**src/rtl/sum35_sched_if.sv**
```systemverilog
// Scheduler bus: requester handshake, engine start/busy handshake and tagged result.
// master = requesters + engine environment, slave = sum35_sched.
interface sum35_sched_if #(
  parameter int NREQ = 4,
  parameter int NW   = 16,
  parameter int RW   = 32
);
  localparam int IDW = (NREQ > 1) ? $clog2(NREQ) : 1;

  logic [NREQ-1:0]    req;
  logic [NREQ*NW-1:0] req_n;
  logic [NREQ-1:0]    ack;
  logic               eng_st;
  logic [NW-1:0]      eng_in;
  logic               eng_busy;
  logic [RW-1:0]      eng_sum;
  logic               done;
  logic [IDW-1:0]     done_id;
  logic [RW-1:0]      result;
  logic               err;
  logic               sched_busy;

  modport master (
    output req, req_n, eng_busy, eng_sum,
    input  ack, eng_st, eng_in, done, done_id, result, err, sched_busy
  );

  modport slave (
    input  req, req_n, eng_busy, eng_sum,
    output ack, eng_st, eng_in, done, done_id, result, err, sched_busy
  );
endinterface

```
**src/rtl/sum35_sched.sv**
```systemverilog
// Round-robin scheduler sharing one sum-of-multiples-of-3-or-5 engine between NREQ requesters.
// Optional watchdog abort on a stuck engine: define SUM35_WATCHDOG_EN.
//
// state | meaning
// IDLE  | wait for a request while the engine is idle, pick winner from rr_ptr
// GRANT | ack winner, latch operand; N<3 bypasses the engine
// ISSUE | one-cycle engine start pulse
// ACK   | wait for engine busy to rise
// RUN   | wait for engine busy to fall, capture sum
// DONE  | publish result, advance rr_ptr
module sum35_sched #(
  parameter int NREQ = 4,
  parameter int NW   = 16,
  parameter int RW   = 32,
  parameter int TMO  = 1023
) (
  input logic         clk,
  input logic         rst,
  sum35_sched_if.slave bus
);
  localparam int IDW = (NREQ > 1) ? $clog2(NREQ) : 1;

  typedef enum logic [2:0] {
    S_IDLE, S_GRANT, S_ISSUE, S_ACK, S_RUN, S_DONE
  } state_t;

  state_t         state, state_nx;
  logic [IDW-1:0] rr_ptr, cur_id, win_id, scan_id, done_id_q;
  logic           win_vld;
  logic [NW-1:0]  ops [NREQ];
  logic [NW-1:0]  op_sel, eng_in_q;
  logic [RW-1:0]  result_q;
  logic           wd_hit;
  logic           enter_done;

  for (genvar g = 0; g < NREQ; g++) begin : g_op
    assign ops[g] = bus.req_n[g*NW +: NW];
  end

  assign op_sel     = ops[cur_id];
  assign enter_done = (state_nx == S_DONE) && (state != S_DONE);

  // Circular search for the first set request at or after rr_ptr
  always_comb begin
    win_vld = 1'b0;
    win_id  = '0;
    scan_id = '0;
    for (int k = 0; k < NREQ; k++) begin
      scan_id = IDW'((int'(rr_ptr) + k) % NREQ);
      if (!win_vld && bus.req[scan_id]) begin
        win_vld = 1'b1;
        win_id  = scan_id;
      end
    end
  end

  always_comb begin
    state_nx = state;
    unique case (state)
      S_IDLE:  if (win_vld && !bus.eng_busy) state_nx = S_GRANT;
      S_GRANT: state_nx = (op_sel < NW'(3)) ? S_DONE : S_ISSUE;
      S_ISSUE: state_nx = S_ACK;
      S_ACK: begin
        if (bus.eng_busy)  state_nx = S_RUN;
        else if (wd_hit)   state_nx = S_DONE;
      end
      S_RUN:   if (!bus.eng_busy || wd_hit) state_nx = S_DONE;
      S_DONE:  state_nx = S_IDLE;
      default: state_nx = S_IDLE;
    endcase
  end

  always_ff @(posedge clk) begin
    if (rst) begin
      state     <= S_IDLE;
      rr_ptr    <= '0;
      cur_id    <= '0;
      eng_in_q  <= '0;
      result_q  <= '0;
      done_id_q <= '0;
    end else begin
      state <= state_nx;
      if (state == S_IDLE && state_nx == S_GRANT) cur_id <= win_id;
      if (state == S_GRANT) eng_in_q <= op_sel;
      // Only a normal RUN completion carries a sum; bypass and abort report 0
      if (enter_done) begin
        done_id_q <= cur_id;
        result_q  <= (state == S_RUN && !bus.eng_busy) ? bus.eng_sum : '0;
      end
      if (state == S_DONE)
        rr_ptr <= (cur_id == IDW'(NREQ-1)) ? '0 : cur_id + 1'b1;
    end
  end

`ifdef SUM35_WATCHDOG_EN
  localparam int CW = ($clog2(TMO+1) > 10) ? $clog2(TMO+1) : 10;
  logic [CW-1:0] wd_cnt;
  logic          err_q;

  // Abort on the cycle the count would reach TMO
  assign wd_hit = (state == S_ACK || state == S_RUN) && (wd_cnt == CW'(TMO-1));

  always_ff @(posedge clk) begin
    if (rst) begin
      wd_cnt <= '0;
      err_q  <= 1'b0;
    end else begin
      if (state == S_ISSUE) wd_cnt <= '0;
      else if (state == S_ACK || state == S_RUN) wd_cnt <= wd_cnt + 1'b1;
      if (enter_done)
        err_q <= (state == S_ACK) || (state == S_RUN && bus.eng_busy);
    end
  end

  assign bus.err = (state == S_DONE) && err_q;
`else
  assign wd_hit  = 1'b0;
  assign bus.err = 1'b0;
`endif

  assign bus.ack        = (state == S_GRANT) ? (NREQ'(1) << cur_id) : '0;
  assign bus.eng_st     = (state == S_ISSUE);
  assign bus.eng_in     = eng_in_q;
  assign bus.done       = (state == S_DONE);
  assign bus.done_id    = done_id_q;
  assign bus.result     = result_q;
  assign bus.sched_busy = (state != S_IDLE);
endmodule

```
**src/flat_wrapper.sv**
```systemverilog
// flat-port wrapper written by rule: the top's interface ports become plain ports
module sum35_sched_flat 
#(
  parameter int NREQ = 4,
  parameter int NW   = 16,
  parameter int RW   = 32,
  parameter int TMO  = 1023
)
  (clk, rst, bus_req, bus_req_n, bus_eng_busy, bus_eng_sum, bus_ack, bus_eng_st, bus_eng_in, bus_done, bus_done_id, bus_result, bus_err, bus_sched_busy);
  sum35_sched_if #(.NREQ(NREQ), .NW(NW), .RW(RW)) bus_i ();
  input logic clk;
  input logic rst;
  input wire logic [$bits(bus_i.req)-1:0] bus_req;
  input wire logic [$bits(bus_i.req_n)-1:0] bus_req_n;
  input wire logic [$bits(bus_i.eng_busy)-1:0] bus_eng_busy;
  input wire logic [$bits(bus_i.eng_sum)-1:0] bus_eng_sum;
  output wire logic [$bits(bus_i.ack)-1:0] bus_ack;
  output wire logic [$bits(bus_i.eng_st)-1:0] bus_eng_st;
  output wire logic [$bits(bus_i.eng_in)-1:0] bus_eng_in;
  output wire logic [$bits(bus_i.done)-1:0] bus_done;
  output wire logic [$bits(bus_i.done_id)-1:0] bus_done_id;
  output wire logic [$bits(bus_i.result)-1:0] bus_result;
  output wire logic [$bits(bus_i.err)-1:0] bus_err;
  output wire logic [$bits(bus_i.sched_busy)-1:0] bus_sched_busy;
  assign bus_i.req = bus_req;
  assign bus_i.req_n = bus_req_n;
  assign bus_i.eng_busy = bus_eng_busy;
  assign bus_i.eng_sum = bus_eng_sum;
  assign bus_ack = bus_i.ack;
  assign bus_eng_st = bus_i.eng_st;
  assign bus_eng_in = bus_i.eng_in;
  assign bus_done = bus_i.done;
  assign bus_done_id = bus_i.done_id;
  assign bus_result = bus_i.result;
  assign bus_err = bus_i.err;
  assign bus_sched_busy = bus_i.sched_busy;
  sum35_sched #(.NREQ(NREQ), .NW(NW), .RW(RW), .TMO(TMO)) u_core (.clk(clk), .rst(rst), .bus(bus_i));
endmodule
```
**config.mk**
```make
export PLATFORM = sky130hd
export DESIGN_NAME = sum35_sched_flat
export DESIGN_NICKNAME = d
export VERILOG_FILES = /design/src/rtl/sum35_sched_if.sv /design/src/rtl/sum35_sched.sv /design/src/flat_wrapper.sv
export SDC_FILE = /design/constraint.sdc
export NUM_CORES = 1
export LEC_CHECK = 0
export BUFFER_PORTS_ARGS = -buffer_cell sky130_fd_sc_hd__clkbuf_2
export CAP_MARGIN = 40
export CORE_MARGIN = 2
export CORE_UTILIZATION = 47
export DETAILED_ROUTE_END_ITERATION = 10
export PLACE_DENSITY = 0.86
export SYNTH_ARGS = -nofsm -noshare
export SYNTH_HDL_FRONTEND = slang
export SYNTH_SLANG_ARGS = --single-unit
export TNS_END_PERCENT = 100
```
**constraint.sdc**
```tcl
create_clock -name clk -period 3.75 [get_ports clk]
set_clock_uncertainty 0.1 [all_clocks]
set_input_delay 0.75 -clock clk [delete_from_list [all_inputs] [get_ports clk]]
set_output_delay 0.75 -clock clk [all_outputs]
set_load 0.02 [all_outputs]
```
# [Yosys cells after proc, flatten, opt, wreduce, memory -nomap -nowiden]
# Index checks and enable logic that the tools add are counted.
[classes] addsub=4 n_lt_le_gt_ge=6 n_eq_ne=9 shift=1 mux=27 n_bitwise=1 reduce_logical=13
[ops] operator="binary-select mux 16 bit (select 2 bit)" n=1
[ops] operator="2-to-1 mux 16 bit" n=2
[ops] operator="2-to-1 mux 32 bit" n=1
[ops] operator="less-than comparator 16 x 2 -> 1 bit (second input constant)" n=1
[ops] operator="case mux 3 bit (5 select lines)" n=1
[ops] operator="less-than comparator 2 x 3 -> 1 bit (second input constant)" n=4
[ops] operator="2-to-1 mux 3 bit" n=4
[ops] operator="2-to-1 mux 2 bit" n=5
[ops] operator="== test 3 bit (second input constant)" n=3
[ops] operator="binary-select mux 1 bit (select 2 bit)" n=4
[ops] operator="2-to-1 mux 1 bit" n=8
[ops] operator="logical AND 1 bit" n=7
[ops] operator="== test 3 x 1 -> 1 bit (second input constant)" n=2
[ops] operator="== test 3 x 2 -> 1 bit (second input constant)" n=2
[ops] operator="adder 2 x 1 -> 2 bit (second input constant)" n=2
[ops] operator="adder 2 bit (second input constant)" n=2
[ops] operator="zero test 1 bit" n=4
[ops] operator="2-to-1 mux 4 bit" n=1
[ops] operator="left shift 1 x 2 -> 4 bit (first input constant)" n=1
[ops] operator=">= comparator 3 bit (second input constant)" n=1
[ops] operator="zero test 3 bit" n=1
[ops] operator="!= test 3 bit (second input constant)" n=1
[ops] operator="inverter 2 -> 3 bit" n=1
[ops] operator="nonzero test 3 bit" n=1
[ops] operator="== test 2 bit (second input constant)" n=1
[word_totals] regBits=57 input_bits=103 out_inout_bits=58

# [Depth between registers and ports, before layout]
# Gate-level depths: netlist (run 1).
[depth] ltp_word=17 mapped_depth=8 mapped_depth_nobuf=5

# [Least setup slack after synthesis (run 1)]
# OpenSTA, ideal clock, no wires.
[synth_timing] kind="input port to flip-flop" startpoint="input bus_req_n[50]" endpoint="register u_core.result_q[0] (netlist: u_core.bus.result[0])" arrival_time_ps=2350 required_ps=3533 setup_slack_ps=1183 cell_stages=6 path_cell_list="mux4_2 > nor4_2 > nand4_2 > a21o_1 > buf_6 > a32o_1"
[synth_via] elab_chain_cells=8
[synth_lines] item="start, declared" line_no="flat_wrapper.sv:14" rtl="input wire logic [$bits(bus_i.req_n)-1:0] bus_req_n;"
[synth_lines] item="binary-select mux 16 bit (select 2 bit)" line_no="sum35_sched.sv:40" rtl="assign op_sel = ops[cur_id];"
[synth_lines] item="2-to-1 mux 16 bit (implied by the code) (2 in series)" line_no="sum35_sched.sv:40"
[synth_lines] item="less-than comparator 16 x 2 -> 1 bit" line_no="sum35_sched.sv:61" rtl="S_GRANT: state_nx = (op_sel < NW'(3)) ? S_DONE : S_ISSUE;"
[synth_lines] item="2-to-1 mux 3 bit" line_no="sum35_sched.sv:61"
[synth_lines] item="case mux 3 bit (5 select lines)" line_no="sum35_sched.sv:59" rtl="unique case (state)"
[synth_lines] item="== test 3 bit" line_no="sum35_sched.sv:41" rtl="assign enter_done = (state_nx == S_DONE) && (state != S_DONE);"
[synth_lines] item="logical AND 1 bit" line_no="sum35_sched.sv:41"
[synth_lines] item="end signal, assigned" line_no="sum35_sched.sv:88" rtl="result_q <= (state == S_RUN && !bus.eng_busy) ? bus.eng_sum : '0;"
[synth_lines] item="end, declared" line_no="sum35_sched.sv:32" rtl="logic [RW-1:0] result_q;"
# No other way between the ends. The select of a mux whose other input is x is not followed.
# A chain may end at the register's enable or synchronous reset.

# [Worst setup path after layout (run 1)]
[layout_timing] startpoint="register u_core.cur_id[0]" endpoint="register u_core.result_q[26] (netlist: u_core.bus.result[26])"
[layout_via] elab_chain_cells=9
[layout_lines] item="start, declared" line_no="sum35_sched.sv:28" rtl="logic [IDW-1:0] rr_ptr, cur_id, win_id, scan_id, done_id_q;"
[layout_lines] item="start signal, assigned" line_no="sum35_sched.sv:83" rtl="if (state == S_IDLE && state_nx == S_GRANT) cur_id <= win_id;"
[layout_lines] item="inverter 2 -> 3 bit (implied by the code)" line_no="sum35_sched.sv:40"
[layout_lines] item="binary-select mux 16 bit (select 2 bit)" line_no="sum35_sched.sv:40"
[layout_lines] item="2-to-1 mux 16 bit (implied by the code) (2 in series)" line_no="sum35_sched.sv:40"
[layout_lines] item="less-than comparator 16 x 2 -> 1 bit" line_no="sum35_sched.sv:61"
[layout_lines] item="2-to-1 mux 3 bit" line_no="sum35_sched.sv:61"
[layout_lines] item="case mux 3 bit (5 select lines)" line_no="sum35_sched.sv:59"
[layout_lines] item="== test 3 bit" line_no="sum35_sched.sv:41"
[layout_lines] item="logical AND 1 bit" line_no="sum35_sched.sv:41"
# No other way between the ends. The select of a mux whose other input is x is not followed.

==> metrics.md, run 1 <==
| Metric | Value |
|---|---|
| Worst endpoint required time | 3.86 ns |
| Leakage power | 1.663 nW |
| Synthesized flop and latch total | 57 |
| Post-layout nets | 515 |
| Slowest stage delay, CP | 0.55 ns |
| CTS sink count | 57 |
| CP Max Fanout | 25 |
| Later-pin clock latency in the skew report | 0.32 ns |
| Synth Area in XOR/XNOR | 0 |
| Gr usage total | 0.2472 |
| PwrDens | 373.1 nW/um2 |
| CTS H-tree lvls | 3 |
| Largest net degree at the start of global routing | 37 |
| Initial antenna violation count | 0 |
| Register area share after synthesis | 0.4258 |
| Power Total | 1.381 mW |
| CP arrival | 3.05 ns |
| Vias | 2679 |
| Fin worst setup slack | 0.8071 ns |
| Port Buf Inserts | 159 |
| Peak supply drop | 0.3026 mV |
| Final period utilization | 0.7848 |
| Ys Warns | 0 |
| Worst Path Buf+Inv | 2 |
| CTS Buffer Depth | 2 |
| Antenna-violating nets left | 0 |
| Commonest non-fill, non-tap cell in the layout | clkbuf_2 |
| Core area | 5507 um2 |
| Mapped Nets | 363 |
| CP delay by family, top | compound AO/OA/AOI/OAI gates |
| Cell row count | 27 |
| Final WL | 7636 um |
| Avg Synthesized Cell Area | 10.47 um2 |
| Fin crit period | 2.943 ns |
| Chip Height | 79.52 um |
| Total CTS buffers | 9 |
| Share of layout cells above drive strength 1 | 0.4939 |
| FMAX | 339.8 MHz |
| Crit Path Class | reg2reg |
| Largest family of logic cells by synthesized area | compound AO/OA/AOI/OAI gates |
| Complex-gate fraction of the synthesized area | 0.2003 |
| Final hold violation count | 0 |
| Final core utilization | 0.6723 |
| Drt wl/cell | 15.74 um |
| Worst-path cell chain | buf_12, mux4_2, nor4_2, nand4_2, a21o_1, buf_16, a32o_1 |
| Crit end category | flop |
| TritonRoute pass-1 iters | 4 |
| EDFF count, synth | 0 |
| Worst-path clk slew | 0.07 ns |
| Boundary pin count | 161 |
| Area post-placement | 3531 um2 |
| Area Overhead vs Synth | 38.14% |
| Post-synthesis adder-cell area fraction | 0.01867 |
| Crit path launch type | flop |
| Total die area | 6323 um2 |
| CTS tree | built |
| Unrepaired setup endpoints after global routing | false |
| Die width | 79.52 um |
| Commonest non-fill, non-tap cells in the layout | clkbuf_2 (159), dfxtp_1 (57), nand2_1 (40) |
| Top FF cell, synth | dfxtp_1 |
| Library cells used by synthesis | 38 |
| Cts hold-fix bufs | 0 |
| Reg-to-reg slack, setup | 0.81 ns |
| Postcts setup bufs | 0 |
| CTS-repair resized insts | 0 |
| Root buf cell | clkbuf_8 |
| Final Max Tran Viols | 0 |
| Slew @ Worst Pin | 0.8421 ns |
| Post-place setup slack | 0.7938 ns |
| Post-synthesis simple-gate area fraction | 0.1522 |
| Max_cap viols | 0 |
| Slew headroom | 0.4378 |
| Fin area | 3702 um2 |
| Synth async-reset ratio | 0 |
| Mapped cell area | 2680 um2 |
| Dpl hpwl | 5939 um |
| Grt total ovfl | 0 |
| Global-route wire length before repair | 12070 um |
| Synthesized instance count | 256 |
| Vias in the first global route | 2617 |
| Routed vias/inst | 5.524 |
| Drt initial violations | 148 |
| Fill count | 446 |
| DRC | 0 |
| Run status | finished clean |
| Final setup violating endpoints | 0 |
| N_diodes | 0 |
| Initial Util | 0.4867 |
| Crit-path slowest cell | dfxtp_1 |
| Mux cell area share after synthesis | 0.1424 |
| GPL Wtd Cong | 0.8248 |
| Worst min-delay path class | reg2reg |
| Sum Neg Setup Slack | 0 ns |
[layout make-up]
type	instances	area, um2	share of cell area
tap	72	90.09	0.02433
sequential	57	1141	0.3082
inverter	7	26.28	0.007097
clock inverter	7	47.55	0.01284
multi-input combinational	168	1380	0.3728
clock buffer	9	123.9	0.03346
timing repair buffer	165	893.4	0.2413
[cell families after synthesis]
logic type      count (synthesis)
flops                          57
simple gates                   77
other cells                     1
compound gates                 68
mux                            18
fa+ha+maj                       4
buf+inv                        31
[sequential cells by signal, summed over array words and instances (netlist names)]
signal              cells
u_core.bus.result      32
u_core.bus.eng_in      16
u_core.state            3
u_core.bus.done_id      2
u_core.cur_id           2
u_core.rr_ptr           2
[routing by layer]
metal,GRT usage,up-vias,wire (um)
met3,0.06561,13,520
met5,0,-,0
met4,0.1328,0,138
met1,0.3001,1275,3058
met2,0.3992,105,3919
li1,-,1286,-
[power by group]
part / internal [mW] / leakage (nW) / switching (mW)
combinational: 0.114 / 1.12 / 0.139
sequential: 0.624 / 0.461 / 0.0188
clock: 0.237 / 0.0850 / 0.248
[final timing paths]
kind                                     startpoint                                 end  cells after the start
setup / recovery      u_core.cur_id[0]$_SDFFE_PP0P_  u_core.bus.result[26]$_SDFFE_PP0P_                      7
setup reg to reg      u_core.cur_id[0]$_SDFFE_PP0P_  u_core.bus.result[26]$_SDFFE_PP0P_                      7
hold reg to reg   u_core.bus.eng_in[0]$_SDFFE_PP0P_   u_core.bus.eng_in[0]$_SDFFE_PP0P_                      2
hold / removal    u_core.bus.eng_in[0]$_SDFFE_PP0P_   u_core.bus.eng_in[0]$_SDFFE_PP0P_                      2
[through the flow]
| stage | std cells | hold slack, ns |
|---|---|---|
| after global placement | 467 | 0.3426 |
| after detailed placement | 469 | 0.3479 |
| final | 485 | 0.3543 |
| after CTS | 485 | 0.3572 |
| after global routing | 485 | 0.3853 |
| after floorplan | 256 | 0.3704 |
[worst register-to-register path: stages (launching register included)]
cell and delay [ns]:
dfxtp_1 0.55, buf_12 0.23, mux4_2 0.55, nor4_2 0.35
nand4_2 0.21, a21o_1 0.35, buf_16 0.22, a32o_1 0.27
[cells in the mapped netlist (2+ instances only)]
cell type	n	area, um2
nor4_1	3	18.77
dfxtp_1	57	1141
o311ai_1	2	17.52
or3_1	3	18.77
a32o_1	32	320.3
buf_6	5	56.30
nor2_1	4	15.01
a21oi_1	22	110.1
a21o_1	2	15.01
or4_1	2	15.01
o21ai_0	3	15.01
nand2b_1	3	18.77
a221oi_1	2	17.52
clkbuf_1	17	63.81
nand2_1	40	150.1
inv_1	6	22.52
nor2b_1	3	18.77
ha_1	4	50.05
a31oi_1	2	12.51
and2_1	5	31.28
mux4_2	16	360.4
nor4_2	2	25.02
nor3_1	6	30.03
Power figures use the tool's default switching activity.
==> inputs of run 2 (changes only) <==
- CORE_UTILIZATION: 47 -> 39
- PLACE_DENSITY: 0.86 -> 0.76
- clock period: 3.75 -> 2.5 ns (I/O delays scaled with it)
==> run 2 against run 1 <==
- critical endpoint is now u_core.bus.result[10]$_SDFFE_PP0P_
- design area grew 6.7%
- global-route usage shrank 3.5 points
- utilization shrank 8.4 points
- worst hold slack lost 0.086 ns
- final cell count grew 4.1%
- fmax grew 19%
- via count grew 3.5%
- non-clock buffer count grew 12
- critical path type unchanged
- highest routed layer unchanged
- flip-flop and latch count is the same
- total power grew 80%
- critical path depth grew 1
==> metrics.md, run 2 (same netlist as run 1, synthesis figures left out) <==
| Metric | Value |
|---|---|
| Run status | finished clean (unchanged) |
| Total die area | 7551 um2 (was 6323 um2) |
| FMAX | 403.8 MHz (was 339.8 MHz) |
| Share of layout cells above drive strength 1 | 0.5106 (was 0.4939) |
| Port Buf Inserts | 159 (unchanged) |
| Dpl hpwl | 6085 um (was 5939 um) |
| Worst-path clk slew | 0.07 ns (about the same) |
| Slew @ Worst Pin | 0.7569 ns (was 0.8421 ns) |
| Hold WS | 0.2686 ns (was 0.3543 ns) |
| Max reg flops | 32 (unchanged) |
| Fin crit period | 2.476 ns (was 2.943 ns) |
| Chip Height | 86.90 um (was 79.52 um) |
| Initial antenna violation count | 0 (unchanged) |
| Cell row count | 30 (was 27) |
| Final core utilization | 0.5881 (was 0.6723) |
| Placed cell count | 482 (was 469) |
| Area Overhead vs Synth | 47.43% (was 38.14%) |
| Area post-placement | 3563 um2 (was 3531 um2) |
| Later-pin clock latency in the skew report | 0.33 ns (was 0.32 ns) |
| Crit Path Class | reg2reg (unchanged) |
| Slew headroom | 0.4954 (was 0.4378) |
| Worst min-delay path class | in2reg (was reg2reg) |
| Critical path origin | u_core.cur_id[0]$_SDFFE_PP0P_ (unchanged) |
| PwrDens | 629.5 nW/um2 (was 373.1 nW/um2) |
| Leakage power | 1.782 nW (was 1.663 nW) |
| N_diodes | 0 (unchanged) |
| Antenna-violating nets left | 0 (unchanged) |
| Largest net degree at the start of global routing | 33 (was 37) |
| Slowest stage delay, CP | 0.56 ns (was 0.55 ns) |
| RR Endpoint | u_core.bus.result[10]$_SDFFE_PP0P_ (was u_core.bus.result[26]$_SDFFE_PP0P_) |
| R2R depth | 8 (was 7) |
| Final WL | 8304 um (was 7636 um) |
| Drt initial violations | 145 (was 148) |
| Total CTS buffers | 9 (unchanged) |
| Max_cap viols | 0 (unchanged) |
| Global-route wire length before repair | 12310 um (was 12070 um) |
| CP arrival | 2.60 ns (was 3.05 ns) |
| CTS Buffer Depth | 2 (unchanged) |
| Crit path launch type | flop (unchanged) |
| Commonest non-fill, non-tap cells in the layout | clkbuf_2 (159), dfxtp_1 (56), nand2_1 (40) (was clkbuf_2 (159), dfxtp_1 (57), nand2_1 (40)) |
| Final Max Tran Viols | 0 (unchanged) |
| Root buf cell | clkbuf_8 (unchanged) |
| Post-layout nets | 527 (was 515) |
| TritonRoute pass-1 iters | 5 (was 4) |
| CTS sink count | 57 (unchanged) |
| Worst endpoint required time | 2.63 ns (was 3.86 ns) |
| CTS tree | built (unchanged) |
| Sum Neg Setup Slack | 0 ns (unchanged) |
| Most frequent CP cell | buf_12 |
| CP Max Fanout | 32 (was 25) |
| Worst r2r src | u_core.cur_id[0]$_SDFFE_PP0P_ (unchanged) |
| Final setup violating endpoints | 0 (unchanged) |
| Routed vias/inst | 5.493 (was 5.524) |
| Crit-path slowest cell | mux4_2 (was dfxtp_1) |
| Vias in the first global route | 2556 (was 2617) |
| Worst Hold Launch | bus_eng_sum[0] (was u_core.bus.eng_in[0]$_SDFFE_PP0P_) |
| Grt total ovfl | 0 (unchanged) |
| Unrepaired setup endpoints after global routing | true (was false) |
| Reg-to-reg slack, setup | 0.02 ns (was 0.81 ns) |
| Initial Util | 0.3989 (was 0.4867) |
| Gr usage total | 0.2119 (was 0.2472) |
| Boundary pin count | 161 (unchanged) |
| Peak supply drop | 0.3026 mV (about the same) |
| CTS H-tree lvls | 3 (unchanged) |
| Final period utilization | 0.9905 (was 0.7848) |
| Capture point of the worst path | u_core.bus.result[10]$_SDFFE_PP0P_ (was u_core.bus.result[26]$_SDFFE_PP0P_) |
| DRC | 0 (unchanged) |
| GPL Wtd Cong | 0.8605 (was 0.8248) |
| Fin cells | 505 (was 485) |
| Fin area | 3951 um2 (was 3702 um2) |
| Vias | 2774 (was 2679) |
| Final hold violation count | 0 (unchanged) |
| Crit end category | flop (unchanged) |
| Worst-path cell chain | buf_12, buf_16, mux4_2, a211oi_4, nand4_2, a21o_1, buf_12, a32o_1 (was buf_12, mux4_2, nor4_2, nand4_2, a21o_1, buf_16, a32o_1) |
| Commonest non-fill, non-tap cell in the layout | clkbuf_2 (unchanged) |
| Drt wl/cell | 16.44 um (was 15.74 um) |
| Core area | 6719 um2 (was 5507 um2) |
| Die width | 86.90 um (was 79.52 um) |
[run 2: final cells by class]
cell class                      count  area [um2]
Inverter                            7       26.28
Fill cell                         570        2768
Clock inverter                      4       98.84
Tap cell                           80       100.1
Multi-Input combinational cell    168        1408
Sequential cell                    57        1145
Clock buffer                       12       155.1
Timing Repair Buffer              177        1018
[run 2: how the worst min path moves through the flow]
stage | depth (start not counted) | endpoint | slack (ns)
2_1_floorplan | 2 | u_core.rr_ptr[1]$_SDFFE_PP0P_ | 0.37
3_3_place_gp | 2 | u_core.bus.eng_in[9]$_SDFFE_PP0P_ | 0.34
3_5_place_dp | 2 | u_core.bus.eng_in[13]$_SDFFE_PP0P_ | 0.35
4_1_cts | 2 | u_core.bus.result[0]$_SDFFE_PP0P_ | 0.26
5_1_grt | 2 | u_core.bus.result[0]$_SDFFE_PP0P_ | 0.26
6_report | 2 | u_core.bus.result[0]$_SDFFE_PP0P_ | 0.27
[run 2: where the power goes]
group	internal (mW)	switching [mW]
Combinational	0.198	0.234
Clock	0.719	0.377
Sequential	0.936	0.0234
[run 2: layer usage]
metal | track usage | wire length (um)
met1 | 0.2581 | 3254
met2 | 0.3477 | 4215
met3 | 0.04076 | 577
met5 | 0 | 0
met4 | 0.1236 | 257
[run 2: worst max-delay path: cells and delay by family, from the launching register on]
kind | cells | cell delay, ns
flops | 1 | 0.40
mux | 1 | 0.56
simple gates | 1 | 0.12
compound gates | 3 | 0.77
buf+inv | 3 | 0.42
[run 2: timing repair]
item	CTS	global route
resized for setup	3	4
setup endpoints to repair	34	38
pin swaps	2	4
hold buffers	0	0
gates cloned	1	1
buffers inserted	4	1
[run 2: through the flow]
step,power [mW],worst slack [ns]
floorplan,1.207,0.03046
global placement,1.365,0.02409
detailed placement,1.373,-0.02040
CTS,2.489,0.002907
global route,2.575,-0.03881
finish,2.488,0.02366
==> inputs of run 3 (changes only) <==
- SETUP_SLACK_MARGIN: not set -> 0.4
==> run 3 against run 2 <==
- global-route usage decreased by 0.24 points
- critical endpoint is now u_core.bus.result[3]$_SDFFE_PP0P_
- flip-flop and latch count unchanged
- worst setup slack got worse by 0.022 ns
- critical path type unchanged
==> metrics.md, run 3 (same netlist as run 1, synthesis figures left out) <==
| Metric | Value |
|---|---|
| Max reg flops | 32 (unchanged) |
| Max_cap viols | 0 (unchanged) |
| Run status | finished clean (unchanged) |
| Met2 WL post-DR | 4179 um (was 4215 um) |
| Largest net degree at the start of global routing | 33 (unchanged) |
| CTS H-tree lvls | 3 (unchanged) |
| Leakage power | 1.807 nW (was 1.782 nW) |
| Wl on met1 | 3270 um (was 3254 um) |
| Boundary pin count | 161 (unchanged) |
| DRC | 0 (unchanged) |
| Sum Neg Setup Slack | 0 ns (unchanged) |
| Worst-path clk slew | 0.07 ns (about the same) |
| Die width | 86.90 um (unchanged) |
| Unrepaired setup endpoints after global routing | true (unchanged) |
| FMAX | 400.3 MHz (was 403.8 MHz) |
| Total CTS buffers | 9 (unchanged) |
| Final hold violation count | 0 (unchanged) |
| Logic pwr share | 0.194 (was 0.174) |
| Critical path origin | u_core.cur_id[0]$_SDFFE_PP0P_ (unchanged) |
| RR Endpoint | u_core.bus.result[3]$_SDFFE_PP0P_ (was u_core.bus.result[10]$_SDFFE_PP0P_) |
| R2R depth | 7 (was 8) |
| Routed vias/inst | 5.523 (was 5.493) |
| N_diodes | 0 (unchanged) |
| Chip Height | 86.90 um (unchanged) |
| Area Overhead vs Synth | 48.60% (was 47.43%) |
| CP arrival | 2.61 ns (was 2.60 ns) |
| Initial Util | 0.3989 (unchanged) |
| Flop pwr share | 0.418 (was 0.385) |
| Worst endpoint required time | 2.61 ns (was 2.63 ns) |
| Final setup violating endpoints | 0 (unchanged) |
| CP Max Fanout | 32 (unchanged) |
| Grt total ovfl | 0 (unchanged) |
| Vias in the first global route | 2594 (was 2556) |
| Clk pwr share | 0.388 (was 0.441) |
| Vias | 2828 (was 2774) |
| Initial antenna violation count | 0 (unchanged) |
| Worst r2r src | u_core.cur_id[0]$_SDFFE_PP0P_ (unchanged) |
| Post-layout nets | 534 (was 527) |
| Routed wl met3 | 647 um (was 577 um) |
| Final WL | 8330 um (was 8304 um) |
| Later-pin clock latency in the skew report | 0.33 ns (about the same) |
| Crit Path Class | reg2reg (unchanged) |
| Share of layout cells above drive strength 1 | 0.5440 (was 0.5106) |
| Crit path launch type | flop (unchanged) |
| Port Buf Inserts | 159 (unchanged) |
| Total die area | 7551 um2 (unchanged) |
| Total net switching power | 616.6 uW (was 634.8 uW) |
| TritonRoute pass-1 iters | 5 (unchanged) |
| Peak supply drop | 0.2618 mV (was 0.3026 mV) |
| CTS Buffer Depth | 2 (unchanged) |
| Root buf cell | clkbuf_8 (unchanged) |
| CTS tree | built (unchanged) |
| Global-route wire length before repair | 12450 um (was 12310 um) |
| Core area | 6719 um2 (unchanged) |
| Crit end category | flop (unchanged) |
| CTS sink count | 57 (unchanged) |
| Fin crit period | 2.498 ns (was 2.476 ns) |
| Commonest non-fill, non-tap cell in the layout | clkbuf_2 (unchanged) |
| Power Total | 2.301 mW (was 2.488 mW) |
| Commonest non-fill, non-tap cells in the layout | clkbuf_2 (157), dfxtp_1 (53), nand2_1 (40) (was clkbuf_2 (159), dfxtp_1 (56), nand2_1 (40)) |
| Final period utilization | 0.9993 (was 0.9905) |
| PwrDens | 577.8 nW/um2 (was 629.5 nW/um2) |
| Internal | 1.685 mW (was 1.853 mW) |
| Reg-to-reg slack, setup | 0.002 ns (was 0.02 ns) |
| Capture point of the worst path | u_core.bus.result[3]$_SDFFE_PP0P_ (was u_core.bus.result[10]$_SDFFE_PP0P_) |
| Cell row count | 30 (unchanged) |
| Drt wl/cell | 16.27 um (was 16.44 um) |
| Gr usage total | 0.2095 (was 0.2119) |
| Worst min-delay path class | in2reg (unchanged) |
| Top layer in use | met4 (unchanged) |
| Antenna-violating nets left | 0 (unchanged) |
| Slew headroom | 0.4814 (was 0.4954) |
| Drt initial violations | 207 (was 145) |
| Cts hold-fix bufs | 0 (unchanged) |
| Slew @ Worst Pin | 0.7779 ns (was 0.7569 ns) |
| Final Max Tran Viols | 0 (unchanged) |
| Switching Fraction | 0.2680 (was 0.2552) |
| Dpl hpwl | 5958 um (was 6085 um) |
| GPL Wtd Cong | 0.8581 (was 0.8605) |
==> run 3: routing by layer <==
metal | up-vias | GRT usage
met3 | 28 | 0.04550
met1 | 1341 | 0.2696
met4 | 0 | 0.09943
met2 | 137 | 0.3345
met5 | - | 0
li1 | 1322 | -
==> run 3: area by class of cell <==
cell class | instances | area (um2)
clock buffers | 14 | 172.7
clock inverters | 2 | 35.03
fillers | 577 | 2736
inverters | 7 | 26.28
multi-input cells | 168 | 1449
flip-flops and latches | 57 | 1151
well taps | 80 | 100.1
repair buffers | 184 | 1049
==> run 3: worst min-delay path by stage <==
| stage | startpoint | slack, ns | cells past startpoint | endpoint |
|---|---|---|---|---|
| 2_1_floorplan | u_core.rr_ptr[1]$_SDFFE_PP0P_ | 0.37 | 2 | u_core.rr_ptr[1]$_SDFFE_PP0P_ |
| 3_3_place_gp | u_core.bus.eng_in[11]$_SDFFE_PP0P_ | 0.34 | 2 | u_core.bus.eng_in[11]$_SDFFE_PP0P_ |
| 3_5_place_dp | u_core.bus.eng_in[6]$_SDFFE_PP0P_ | 0.35 | 2 | u_core.bus.eng_in[6]$_SDFFE_PP0P_ |
| 4_1_cts | bus_eng_sum[14] | 0.27 | 2 | u_core.bus.result[14]$_SDFFE_PP0P_ |
| 5_1_grt | bus_eng_sum[23] | 0.27 | 2 | u_core.bus.result[23]$_SDFFE_PP0P_ |
| 6_report | bus_eng_sum[14] | 0.28 | 2 | u_core.bus.result[14]$_SDFFE_PP0P_ |
==> run 3: power groups by stage <==
stage               Sequential (mW)  Combinational, mW  Clock, mW
floorplan                     0.998              0.213          0
global placement              0.977              0.385          0
detailed placement            0.978              0.392          0
CTS                           0.959              0.409      0.901
global route                  0.964              0.479      0.955
finish                        0.961              0.448      0.892
==> run 3: repair_timing <==
item | CTS | global route
pin swaps | 1 | 2
gates resized for setup | 8 | 22
gates cloned | 1 | 2
setup buffers | 2 | 9
setup endpoints to repair | 42 | 42
==> run 3: metrics by stage <==
step           hold WS (ns)  cell area, um2  setup WS (ns)  utilization  cells
3_5_place_dp         0.3493            3552        0.04192       0.5287    482
6_report             0.2773            3983       0.001664       0.5927    512
5_1_grt              0.2708            3983       -0.06373       0.5927    512
3_3_place_gp         0.3431            3552        0.08439       0.5287    482
2_1_floorplan        0.3704            2690         0.1440            -    256
4_1_cts              0.2690            3814        0.05531       0.5676    501
==> run 3: critical path: stages, from the launching register on <==
cell and delay (ns):
dfxtp_4 0.39, clkbuf_16 0.16, mux4_2 0.57, nor4_4 0.30, nand4_2 0.18, a21o_1 0.22, buf_12 0.17, a32o_1 0.27
